===== config.mk =====
export PLATFORM = sky130hd
export DESIGN_NAME = debug_halt_ctrl
export DESIGN_NICKNAME = d
export VERILOG_FILES = /design/src/rtl/dbg_pkg.sv /design/src/rtl/debug_halt_ctrl_if.sv /design/src/rtl/dbg_cause_arb.sv /design/src/rtl/debug_halt_ctrl.sv
export SDC_FILE = /design/constraint.sdc
export NUM_CORES = 1
export LEC_CHECK = 0
export ABC_AREA = 1
export CAP_MARGIN = 20
export CORE_AREA = 2 2 49 96
export CTS_BUF_LIST = sky130_fd_sc_hd__clkbuf_4
export CTS_CLUSTER_DIAMETER = 30
export CTS_CLUSTER_SIZE = 8
export DETAILED_ROUTE_END_ITERATION = 8
export DIE_AREA = 0 0 51 98
export GPL_TIMING_DRIVEN = 0
export MAX_ROUTING_LAYER = met4
export PLACE_DENSITY = 0.85
export RECOVER_POWER = 50
export SLEW_MARGIN = 20
export SYNTH_ARGS = -nofsm -noshare
export SYNTH_HDL_FRONTEND = slang
export SYNTH_SLANG_ARGS = --single-unit

===== constraint.sdc =====
create_clock -name clk_i -period 2.8 [get_ports clk_i]
set_clock_uncertainty 0.15 [all_clocks]
set_input_delay 0.42 -clock clk_i [delete_from_list [all_inputs] [get_ports clk_i]]
set_output_delay 0.42 -clock clk_i [all_outputs]
set_load 0.05 [all_outputs]

===== src/rtl/dbg_pkg.sv =====
// Shared types for the debug halt controller: FSM states, dcsr.cause codes and the trigger bound.
// Halt-on-reset support is compiled in by defining DBG_RESETHALT_EN (see debug_halt_ctrl).
package dbg_pkg;

  localparam int unsigned N_TRIG_MAX = 16;
  localparam int unsigned CAUSE_W    = 3;

  typedef enum logic [2:0] {
    RUNNING    = 3'd0,
    WAIT_STALL = 3'd1,
    ENTERING   = 3'd2,
    HALTED     = 3'd3,
    RESUMING   = 3'd4,
    STEPPING   = 3'd5
  } dbg_state_e;

  typedef enum logic [CAUSE_W-1:0] {
    CAUSE_NONE      = 3'd0,
    CAUSE_EBREAK    = 3'd1,
    CAUSE_TRIGGER   = 3'd2,
    CAUSE_HALTREQ   = 3'd3,
    CAUSE_STEP      = 3'd4,
    CAUSE_RESETHALT = 3'd5
  } dbg_cause_e;

  // A single trigger still needs a 1-bit index port.
  function automatic int unsigned idx_w(input int unsigned n);
    return (n > 1) ? $clog2(n) : 1;
  endfunction

  // Larger rank wins when an event arrives while an entry is already pending.
  function automatic logic [2:0] cause_rank(input dbg_cause_e c);
    case (c)
      CAUSE_RESETHALT: return 3'd5;
      CAUSE_TRIGGER:   return 3'd4;
      CAUSE_EBREAK:    return 3'd3;
      CAUSE_HALTREQ:   return 3'd2;
      CAUSE_STEP:      return 3'd1;
      default:         return 3'd0;
    endcase
  endfunction

endpackage


===== src/rtl/debug_halt_ctrl_if.sv =====
// Event arbitration bus between the halt controller FSM and its cause arbiter.
interface debug_halt_ctrl_if #(
  parameter int unsigned N_TRIG = 4
);
  import dbg_pkg::*;

  localparam int unsigned IDX_W = idx_w(N_TRIG);

  // Purely combinational request/result bus, no valid/ready: the master presents
  // qualified events every cycle, the slave answers in the same cycle and any_ev
  // qualifies cause/trig_idx (both are don't-care-free zeros when any_ev is low).
  logic [N_TRIG-1:0] trig_hit;
  logic              ebreak_ev;
  logic              haltreq_ev;
  logic              step_ev;
  logic              any_ev;
  dbg_cause_e        cause;
  logic [IDX_W-1:0]  trig_idx;

  modport master (
    output trig_hit, ebreak_ev, haltreq_ev, step_ev,
    input  any_ev, cause, trig_idx
  );

  modport slave (
    input  trig_hit, ebreak_ev, haltreq_ev, step_ev,
    output any_ev, cause, trig_idx
  );

endinterface


===== src/rtl/dbg_cause_arb.sv =====
// Fixed-priority debug entry arbiter: trigger > ebreak > haltreq > step, lowest trigger index wins.
module dbg_cause_arb
  import dbg_pkg::*;
#(
  parameter int unsigned N_TRIG = 4
) (
  debug_halt_ctrl_if.slave bus
);

  localparam int unsigned IDX_W = idx_w(N_TRIG);
  localparam int unsigned N_EFF = (N_TRIG > N_TRIG_MAX) ? N_TRIG_MAX : N_TRIG;

  logic trig_any;

  always_comb begin
    trig_any     = |bus.trig_hit;
    bus.trig_idx = '0;
    // Walk downwards so the lowest set index is the last one written.
    for (int i = int'(N_EFF) - 1; i >= 0; i--) begin
      if (bus.trig_hit[i]) bus.trig_idx = IDX_W'(i);
    end

    bus.any_ev = trig_any | bus.ebreak_ev | bus.haltreq_ev | bus.step_ev;
    bus.cause  = CAUSE_NONE;
    if (trig_any)            bus.cause = CAUSE_TRIGGER;
    else if (bus.ebreak_ev)  bus.cause = CAUSE_EBREAK;
    else if (bus.haltreq_ev) bus.cause = CAUSE_HALTREQ;
    else if (bus.step_ev)    bus.cause = CAUSE_STEP;
  end

endmodule


===== src/rtl/debug_halt_ctrl.sv =====
// Debug halt/resume/single-step controller. Define DBG_RESETHALT_EN to enable halt-on-reset
// (cause 5) sampled in the first cycle after reset release.
module debug_halt_ctrl
  import dbg_pkg::*;
#(
  parameter int unsigned N_TRIG     = 4,
  parameter int unsigned STEP_CNT_W = 8,
  parameter int unsigned STALL_TO   = 1023
) (
  input  logic                      clk_i,
  input  logic                      rst_i,
  input  logic                      stall_i,
  input  logic                      haltreq_i,
  input  logic                      resumereq_i,
  input  logic                      resethaltreq_i,
  input  logic                      step_en_i,
  input  logic [STEP_CNT_W-1:0]     step_count_i,
  input  logic                      instr_retire_i,
  input  logic [N_TRIG-1:0]         trig_match_i,
  input  logic [N_TRIG-1:0]         trig_en_i,
  input  logic                      ebreak_i,
  input  logic                      ebreakm_i,
  input  logic                      halted_i,
  output logic                      halt_req_o,
  output logic                      resume_req_o,
  output logic                      save_dpc_o,
  output logic [CAUSE_W-1:0]        cause_o,
  output logic [idx_w(N_TRIG)-1:0]  trig_idx_o,
  output logic                      debug_mode_o,
  output logic                      stall_timeout_o
);

  localparam int unsigned IDX_W = idx_w(N_TRIG);
  localparam int unsigned TO_W  = $clog2(STALL_TO + 1);

  dbg_state_e            state_q, state_d;
  dbg_cause_e            cause_q, cause_d;
  logic [IDX_W-1:0]      idx_q, idx_d;
  logic                  save_q, save_d;
  logic                  dbg_q, dbg_d;
  logic                  timeout_q;
  logic [TO_W-1:0]       wait_cnt_q;
  logic [STEP_CNT_W-1:0] step_cnt_q;
  logic [STEP_CNT_W-1:0] step_target;
  logic                  step_done;
  logic                  rh_go;

  debug_halt_ctrl_if #(.N_TRIG(N_TRIG)) arb_bus ();

  dbg_cause_arb #(.N_TRIG(N_TRIG)) u_arb (.bus(arb_bus.slave));

  // A programmed count of zero behaves as a single-instruction step.
  assign step_target = (step_count_i == '0) ? STEP_CNT_W'(1) : step_count_i;
  assign step_done   = (state_q == STEPPING) && instr_retire_i &&
                       (({1'b0, step_cnt_q} + {{STEP_CNT_W{1'b0}}, 1'b1}) >= {1'b0, step_target});

  assign arb_bus.trig_hit   = trig_match_i & trig_en_i;
  assign arb_bus.ebreak_ev  = ebreak_i & ebreakm_i;
  assign arb_bus.haltreq_ev = haltreq_i & ~dbg_q;
  assign arb_bus.step_ev    = step_done;

`ifdef DBG_RESETHALT_EN
  logic first_q;

  always_ff @(posedge clk_i or negedge rst_i) begin
    if (!rst_i) first_q <= 1'b1;
    else        first_q <= 1'b0;
  end

  assign rh_go = first_q & resethaltreq_i;
`else
  logic unused_resethaltreq;

  assign unused_resethaltreq = resethaltreq_i;
  assign rh_go               = 1'b0;
`endif

  always_ff @(posedge clk_i or negedge rst_i) begin
    if (!rst_i) begin
      state_q <= RUNNING;
      cause_q <= CAUSE_NONE;
      idx_q   <= '0;
      save_q  <= 1'b0;
      dbg_q   <= 1'b0;
    end else begin
      state_q <= state_d;
      cause_q <= cause_d;
      idx_q   <= idx_d;
      save_q  <= save_d;
      dbg_q   <= dbg_d;
    end
  end

  always_comb begin
    state_d = state_q;
    cause_d = cause_q;
    idx_d   = idx_q;
    save_d  = 1'b0;
    dbg_d   = dbg_q;
    case (state_q)
      RUNNING, STEPPING: begin
        if (rh_go) begin
          state_d = ENTERING;
          cause_d = CAUSE_RESETHALT;
          idx_d   = '0;
          save_d  = ~dbg_q;
        end else if (arb_bus.any_ev) begin
          state_d = stall_i ? WAIT_STALL : ENTERING;
          cause_d = arb_bus.cause;
          idx_d   = arb_bus.trig_idx;
          save_d  = ~stall_i & ~dbg_q;
        end
      end
      WAIT_STALL: begin
        // Only a strictly higher-priority event replaces the pending cause.
        if (arb_bus.any_ev && (cause_rank(arb_bus.cause) > cause_rank(cause_q))) begin
          cause_d = arb_bus.cause;
          idx_d   = arb_bus.trig_idx;
        end
        if (!stall_i) begin
          state_d = ENTERING;
          save_d  = ~dbg_q;
        end
      end
      ENTERING: begin
        if (halted_i) begin
          state_d = HALTED;
          dbg_d   = 1'b1;
        end
      end
      HALTED: begin
        if (ebreak_i) begin
          state_d = ENTERING;
          cause_d = CAUSE_EBREAK;
          idx_d   = '0;
          save_d  = ~dbg_q;
        end else if (resumereq_i) begin
          state_d = RESUMING;
        end
      end
      RESUMING: begin
        if (!halted_i) begin
          state_d = step_en_i ? STEPPING : RUNNING;
          dbg_d   = 1'b0;
        end
      end
      default: state_d = RUNNING;
    endcase
  end

  // Timeout counts consecutive WAIT_STALL cycles; the flag is sticky until reset.
  always_ff @(posedge clk_i or negedge rst_i) begin
    if (!rst_i) begin
      wait_cnt_q <= '0;
      timeout_q  <= 1'b0;
    end else if (state_q == WAIT_STALL) begin
      if (wait_cnt_q != TO_W'(STALL_TO)) wait_cnt_q <= wait_cnt_q + TO_W'(1);
      if (wait_cnt_q == TO_W'(STALL_TO - 1)) timeout_q <= 1'b1;
    end else begin
      wait_cnt_q <= '0;
    end
  end

  always_ff @(posedge clk_i or negedge rst_i) begin
    if (!rst_i) begin
      step_cnt_q <= '0;
    end else if (state_q == STEPPING) begin
      if (instr_retire_i) step_cnt_q <= step_cnt_q + STEP_CNT_W'(1);
    end else begin
      step_cnt_q <= '0;
    end
  end

  assign halt_req_o      = (state_q == ENTERING);
  assign resume_req_o    = (state_q == RESUMING);
  assign save_dpc_o      = save_q;
  assign cause_o         = cause_q;
  assign trig_idx_o      = idx_q;
  assign debug_mode_o    = dbg_q;
  assign stall_timeout_o = timeout_q;

endmodule


==> results of run 1 <==
==> routing by layer <==
metal | vias to the layer above | global-route usage [%] | part of all wire (%) | wire (um)
met2 | 60 | 42.7 | 56 | 2930
li1 | 1016 | - | - | -
met5 | - | - | 0 | 0
met1 | 969 | 22.7 | 35 | 1840
met3 | 29 | 3.82 | 2.8 | 147
met4 | 0 | 19.5 | 6.2 | 325
==> logic make-up (layout without fill, tap and decap cells) <==
kind of cell               count (synthesis)  count (layout)  share of synthesized area [%]
xor gates and xnor gates                   4               4                           1.75
buffers and inverters                     52             115                           9.80
AOI/OAI and AO/OA                         46              46                           13.2
and+or+nand+nor                          131             131                           30.3
adders and majority gates                 14              14                           8.74
DFF                                       29              29                           36.2
==> report_power, final <==
group          switching (W)  leakage [nW]  internal, W
sequential         0.0000684         0.390     0.000481
clock               0.000173        0.0310    0.0000944
combinational       0.000637         0.981     0.000320
total               0.000879          1.40     0.000895
==> cells in the final DEF, fill, tap and decap left out, drive strengths merged, types with 3 or more instances in the layout <==
cell           count
nor2              29
inv               51
dfrtp             29
clkbuf             6
nand3             14
a21oi             13
o21ai             19
clkdlybuf4s50     32
ha                14
nand2             74
buf               20
xor2               4
a31oi              3
nor3               7
==> sequential cells by signal, indices dropped and copies added (netlist names) <==
register	cells
cause_o	3
debug_mode_o	1
save_dpc_o	1
stall_timeout_o	1
state_q	3
step_cnt_q	8
trig_idx_o	2
wait_cnt_q	10
==> final cells by class <==
type                       count  share of cell area (%)
multi-input combinational    195                    43.6
buffer                         1                   0.183
clock buffer                   5                    1.37
clock inverter                 3                   0.640
sequential                    29                    26.6
inverter                      51                    7.00
timing repair buffer          55                    18.2
tap                           54                    2.47
==> final timing paths <==
kind	slack (ps)	from	depth (start not counted)	to
min in group asynchronous	830	rst_i	2	wait_cnt_q[5]
worst min register to register	330	debug_mode_o	1	save_dpc_o
max in group asynchronous	600	rst_i	2	step_cnt_q[2]
worst min-delay path	330	debug_mode_o	1	save_dpc_o
worst max register to register	-430	step_cnt_q[0]	25	trig_idx_o[0]
worst max-delay path	-430	step_cnt_q[0]	25	trig_idx_o[0]
==> timing repair <==
| item | 4_1_cts | 5_1_grt |
|---|---|---|
| pin swaps | 5 | 9 |
| buffers inserted | 16 | 3 |
| endpoints found under the setup margin | 6 | 7 |
| cloned | 0 | 0 |
| gates resized for setup | 11 | 17 |
| hold buffers | 1 | 0 |
| endpoints found under the hold margin | 29 | 0 |
==> per-stage QoR <==
stage,instances,setup WS (ps)
6_report,393,-433
3_3_place_gp,365,-627
5_1_grt,393,-606
3_5_place_dp,365,-684
2_1_floorplan,276,0.711
4_1_cts,390,-311
==> impl_metrics.json, run 1 <==
{
  "syn_area_um2": 2000,
  "outcome": "finished with violations",
  "io_buffers": 35,
  "crit_slowest_cell": "dfrtp_1",
  "ant_nets": 0,
  "clk_pin_slew_ps": 100,
  "violations": "max-capacitance violations, max-slew violations, negative setup slack",
  "critical_path.max_stage_delay_ps": 450,
  "rows": 34,
  "dr_total_vias": 2074,
  "cts_root_buf": "clkbuf_4",
  "cts_buffers": 5,
  "multi_input_area_um2": 1190,
  "regArea_um2": 727,
  "pin_count": 37,
  "synthArstFlopShare_pct": 100,
  "relSlewSlack_pct": -6.53,
  "finalHoldWorstSlack_ps": 326,
  "crit_fanout": 5,
  "period_share_pct": 115,
  "die_w_um": 51,
  "post-route-min-period_ps": 3230,
  "startpoint_type": "register",
  "post_drt_via_cell_ratio": 5.28,
  "timing.critical_path.buf_inv": 1,
  "first_global_vias": 2189,
  "start_util_pct": 46.7,
  "tightestPinTransition_ps": 1600,
  "area_delta_synth_final_pct": 36.5,
  "place.gp.congestion": 0.942,
  "n_fill_cell": 350,
  "clockBufferDepth": 2,
  "drtIter0Drc": 36,
  "yosys-top-cells-area": "dfrtp_1, nand2_1, ha_1, inv_1, nor2_1",
  "total_power_w": 0.00177,
  "synth_cells": 276,
  "drv_cap": 1,
  "grt_pass1_wl_um": 9070,
  "yosysWarnings": 0,
  "rsz0062_at_grt": "true",
  "fin_area_um2": 2740,
  "hold_path.class": "register to register",
  "drive_above_1_share_pct": 20.6,
  "fin_setup_tns_ps": -2120,
  "critPathRequiredTime_ps": 2900,
  "post-synth-top-count-cell": "nand2_1",
  "path_class": "register to register",
  "end_kind": "register",
  "critPathTopFamily": "simple AND/OR/NAND/NOR gates",
  "yosysSeqAreaShare_pct": 36.2,
  "cp_common_cell": "nand2_1",
  "syn-mean-instance-area_um2": 7.26,
  "max_freq_mhz": 309,
  "arrival_ps": 3340,
  "h-tree-depth": 2,
  "dp_hpwl_um": 3620,
  "wirelength_um": 5240,
  "tritoncts": "done",
  "track_usage_pct": 24.6,
  "drv_slew": 30,
  "core_um2": 4300,
  "wl_per_cell_um": 13.3,
  "grt_max_degree": 30,
  "leakage_nw": 1.40,
  "first_pass_iters": 4,
  "die_area_um2": 5000,
  "ys_seq_elements": 29,
  "yosys.area.top_type_share_pct": 36.2,
  "cts.sinks": 29,
  "fin_util_pct": 63.7,
  "final_nets": 379,
  "yosysTopAreaCell": "dfrtp_1",
  "fin_ws_ps": -433,
  "die_y_um": 98,
  "setup_violations": 5,
  "synthTopCellsByCount": "nand2_1, inv_1, dfrtp_1",
  "drcViolationCount": 0,
  "syn_nets": 317,
  "clock_latency_ps": 360,
  "peakVddDrop_mv": 0.495,
  "dpl_cell_area_um2": 2430,
  "synth-main-ff-cell": "dfrtp_1",
  "synth_edf_count": 0,
  "finalHoldViolations": 0,
  "synth_cell_types": 33,
  "antenna_found_initial": 0,
  "power.density_nw_per_um2": 648,
  "antenna_cells": 0,
  "grt_overflow": 0
}
Note: power is estimated with default switching activity, not from simulation.
==> run 2: changes to the inputs <==
Settings changed: REMOVE_ABC_BUFFERS from default to 1.
==> impl_metrics.json, run 2 (synthesis results as in run 1) <==
{
  "outcome": "finished with violations",
  "violations": "max-capacitance violations, max-slew violations, negative setup slack",
  "hold_path.class": "register to register",
  "largest_reg_flops": 10,
  "grt_pass1_wl_um": 7820,
  "first_pass_iters": 4,
  "timing.critical_path.buf_inv": 2,
  "die_w_um": 51,
  "startpoint_type": "register",
  "area_delta_synth_final_pct": 32.1,
  "crit_slowest_cell": "dfrtp_2",
  "drv_cap": 1,
  "regMostFlops": "wait_cnt_q",
  "ff2ff_setup_slack_ps": -380,
  "wirelength_um": 4720,
  "critical_path.max_stage_delay_ps": 460,
  "fin_ws_ps": -381,
  "dp_hpwl_um": 3480,
  "start_util_pct": 46.7,
  "dr_total_vias": 1960,
  "die_y_um": 98,
  "clockBufferDepth": 2,
  "power.density_nw_per_um2": 619,
  "arrival_ps": 3300,
  "drcViolationCount": 0,
  "max_freq_mhz": 314,
  "cts.sinks": 29,
  "ant_nets": 0,
  "antenna_found_initial": 0,
  "tightestPinTransition_ps": 1560,
  "grt_max_degree": 30,
  "drtIter0Drc": 47,
  "crit_chain": "ha_4 > nand2_4 > nor2_2 > xor2_2 > ha_1 > buf_4 > a21oi_1 > nand3_2 > nand2_1 > nand2_1 > nand2_1 > nand2_2 > nand3_2 > o21ai_1 > inv_1 > ha_2 > nor2_2 > a211oi_1 > a31oi_1 > nand2_1 > nand2_4 > nand2_4 > nand2_2 > nand2_1",
  "finalHoldViolations": 0,
  "pre_cts_ws_ps": -686,
  "critPathTopFamily": "simple AND/OR/NAND/NOR gates",
  "leakage_nw": 1.35,
  "critPathRequiredTime_ps": 2920,
  "reg2reg_depth": 24,
  "min_to": "stall_timeout_o",
  "period_share_pct": 114,
  "place.gp.congestion": 0.862,
  "first_global_vias": 1938,
  "path_class": "register to register",
  "cts_root_buf": "clkbuf_4",
  "hold_depth": 1,
  "tritoncts": "done",
  "rsz0062_at_grt": "true",
  "clk_pin_slew_ps": 100,
  "top_regs": "wait_cnt_q: 10 flops, step_cnt_q: 8 flops",
  "final_common_cell": "nand2_1",
  "min_from": "stall_timeout_o",
  "final_cell_mix": "nand2_1, inv_1, clkdlybuf4s50_1",
  "antenna_cells": 0,
  "track_usage_pct": 20.6,
  "die_area_um2": 5000,
  "total_power_w": 0.00164,
  "rows": 34,
  "core_um2": 4300,
  "relSlewSlack_pct": -3.70,
  "grt_overflow": 0,
  "post-route-min-period_ps": 3180,
  "rr_startpoint": "step_cnt_q[0]",
  "end_kind": "register",
  "drive_above_1_share_pct": 17.9,
  "r2r_end": "cause_o[0]",
  "h-tree-depth": 2,
  "clock_latency_ps": 330,
  "setup_violations": 5,
  "io_buffers": 35,
  "cts_buffers": 5,
  "crit_fanout": 5,
  "drv_slew": 30,
  "final_nets": 369,
  "peakVddDrop_mv": 0.575,
  "n_fill_cell": 370,
  "post_drt_via_cell_ratio": 5.12,
  "pin_count": 37,
  "cp_common_cell": "nand2_1",
  "wl_per_cell_um": 12.3
}
==> run 2: changes by cell type in the layout (fill, tap and decap cells not counted), sizes merged <==
cell | previous run | this run
dlygate4sd2 | 1 | 0
clkdlybuf4s50 | 32 | 33
buf | 20 | 10
==> run 2: worst max path at each step <==
stage / start / endpoint / slack [ps] / cells after the start
after floorplan: step_cnt_q[0] / cause_o[1] / -90 / 25
after global placement: step_count_i[1] / cause_o[1] / -590 / 22
after detailed placement: step_count_i[1] / cause_o[0] / -690 / 22
after CTS: step_cnt_q[0] / cause_o[0] / -250 / 25
after global routing: step_cnt_q[0] / trig_idx_o[0] / -600 / 25
final: step_cnt_q[0] / cause_o[0] / -380 / 24
==> run 2: power breakdown <==
| part | internal [W] | switching [W] |
|---|---|---|
| combinational | 0.000291 | 0.000548 |
| sequential | 0.000481 | 0.0000682 |
| clock | 0.0000944 | 0.000154 |
==> run 2: worst reg2reg max path, stage by stage (launching register included) <==
cell      delay [ps]
dfrtp_2          460
ha_4             180
nand2_4           80
nor2_2            50
xor2_2           150
ha_1             330
buf_4            140
a21oi_1          150
nand3_2           90
nand2_1           70
nand2_1           60
nand2_1           80
nand2_2           70
nand3_2           70
o21ai_1           60
inv_1             70
ha_2             170
nor2_2            40
a211oi_1         170
a31oi_1           70
nand2_1          110
nand2_4           80
nand2_4          120
nand2_2           50
nand2_1           60
==> run 2: timing repair <==
action	CTS	global route
pin swaps	11	13
endpoints found under the setup margin	5	6
hold endpoints to repair	29	0
hold buffers	1	0
setup buffers	7	3
resized for setup	11	19
==> run 2: stage by stage <==
step	util, %	setup TNS, ps	instances	instance area [um2]	hold WS, ps
global route	61.6	-2930	383	2650	366
finish	61.6	-1870	383	2650	336
global placement	56.3	-3030	364	2420	313
CTS	59.7	-1210	380	2560	336
floorplan	-	-443	275	2000	-25.6
detailed placement	56.1	-3740	364	2410	309
==> run 2: cell type report <==
type	instances	area, um2	share of cell area (%)
multi-input cells	195	1170	44.4
flip-flops and latches	29	727	27.5
repair buffers	46	432	16.3
inverters	51	191	7.23
well taps	54	67.6	2.55
clock buffers	5	37.5	1.42
clock inverters	3	17.5	0.662
==> run 2: per-layer routing <==
layer  vias up  global-route usage [%]  part of all wire (%)
met5         -                       -                     0
met4         0                    8.52                   2.5
met3        10                    2.60                   3.1
met2        44                    39.2                    58
met1       912                    19.7                    36
li1        994                       -                     -
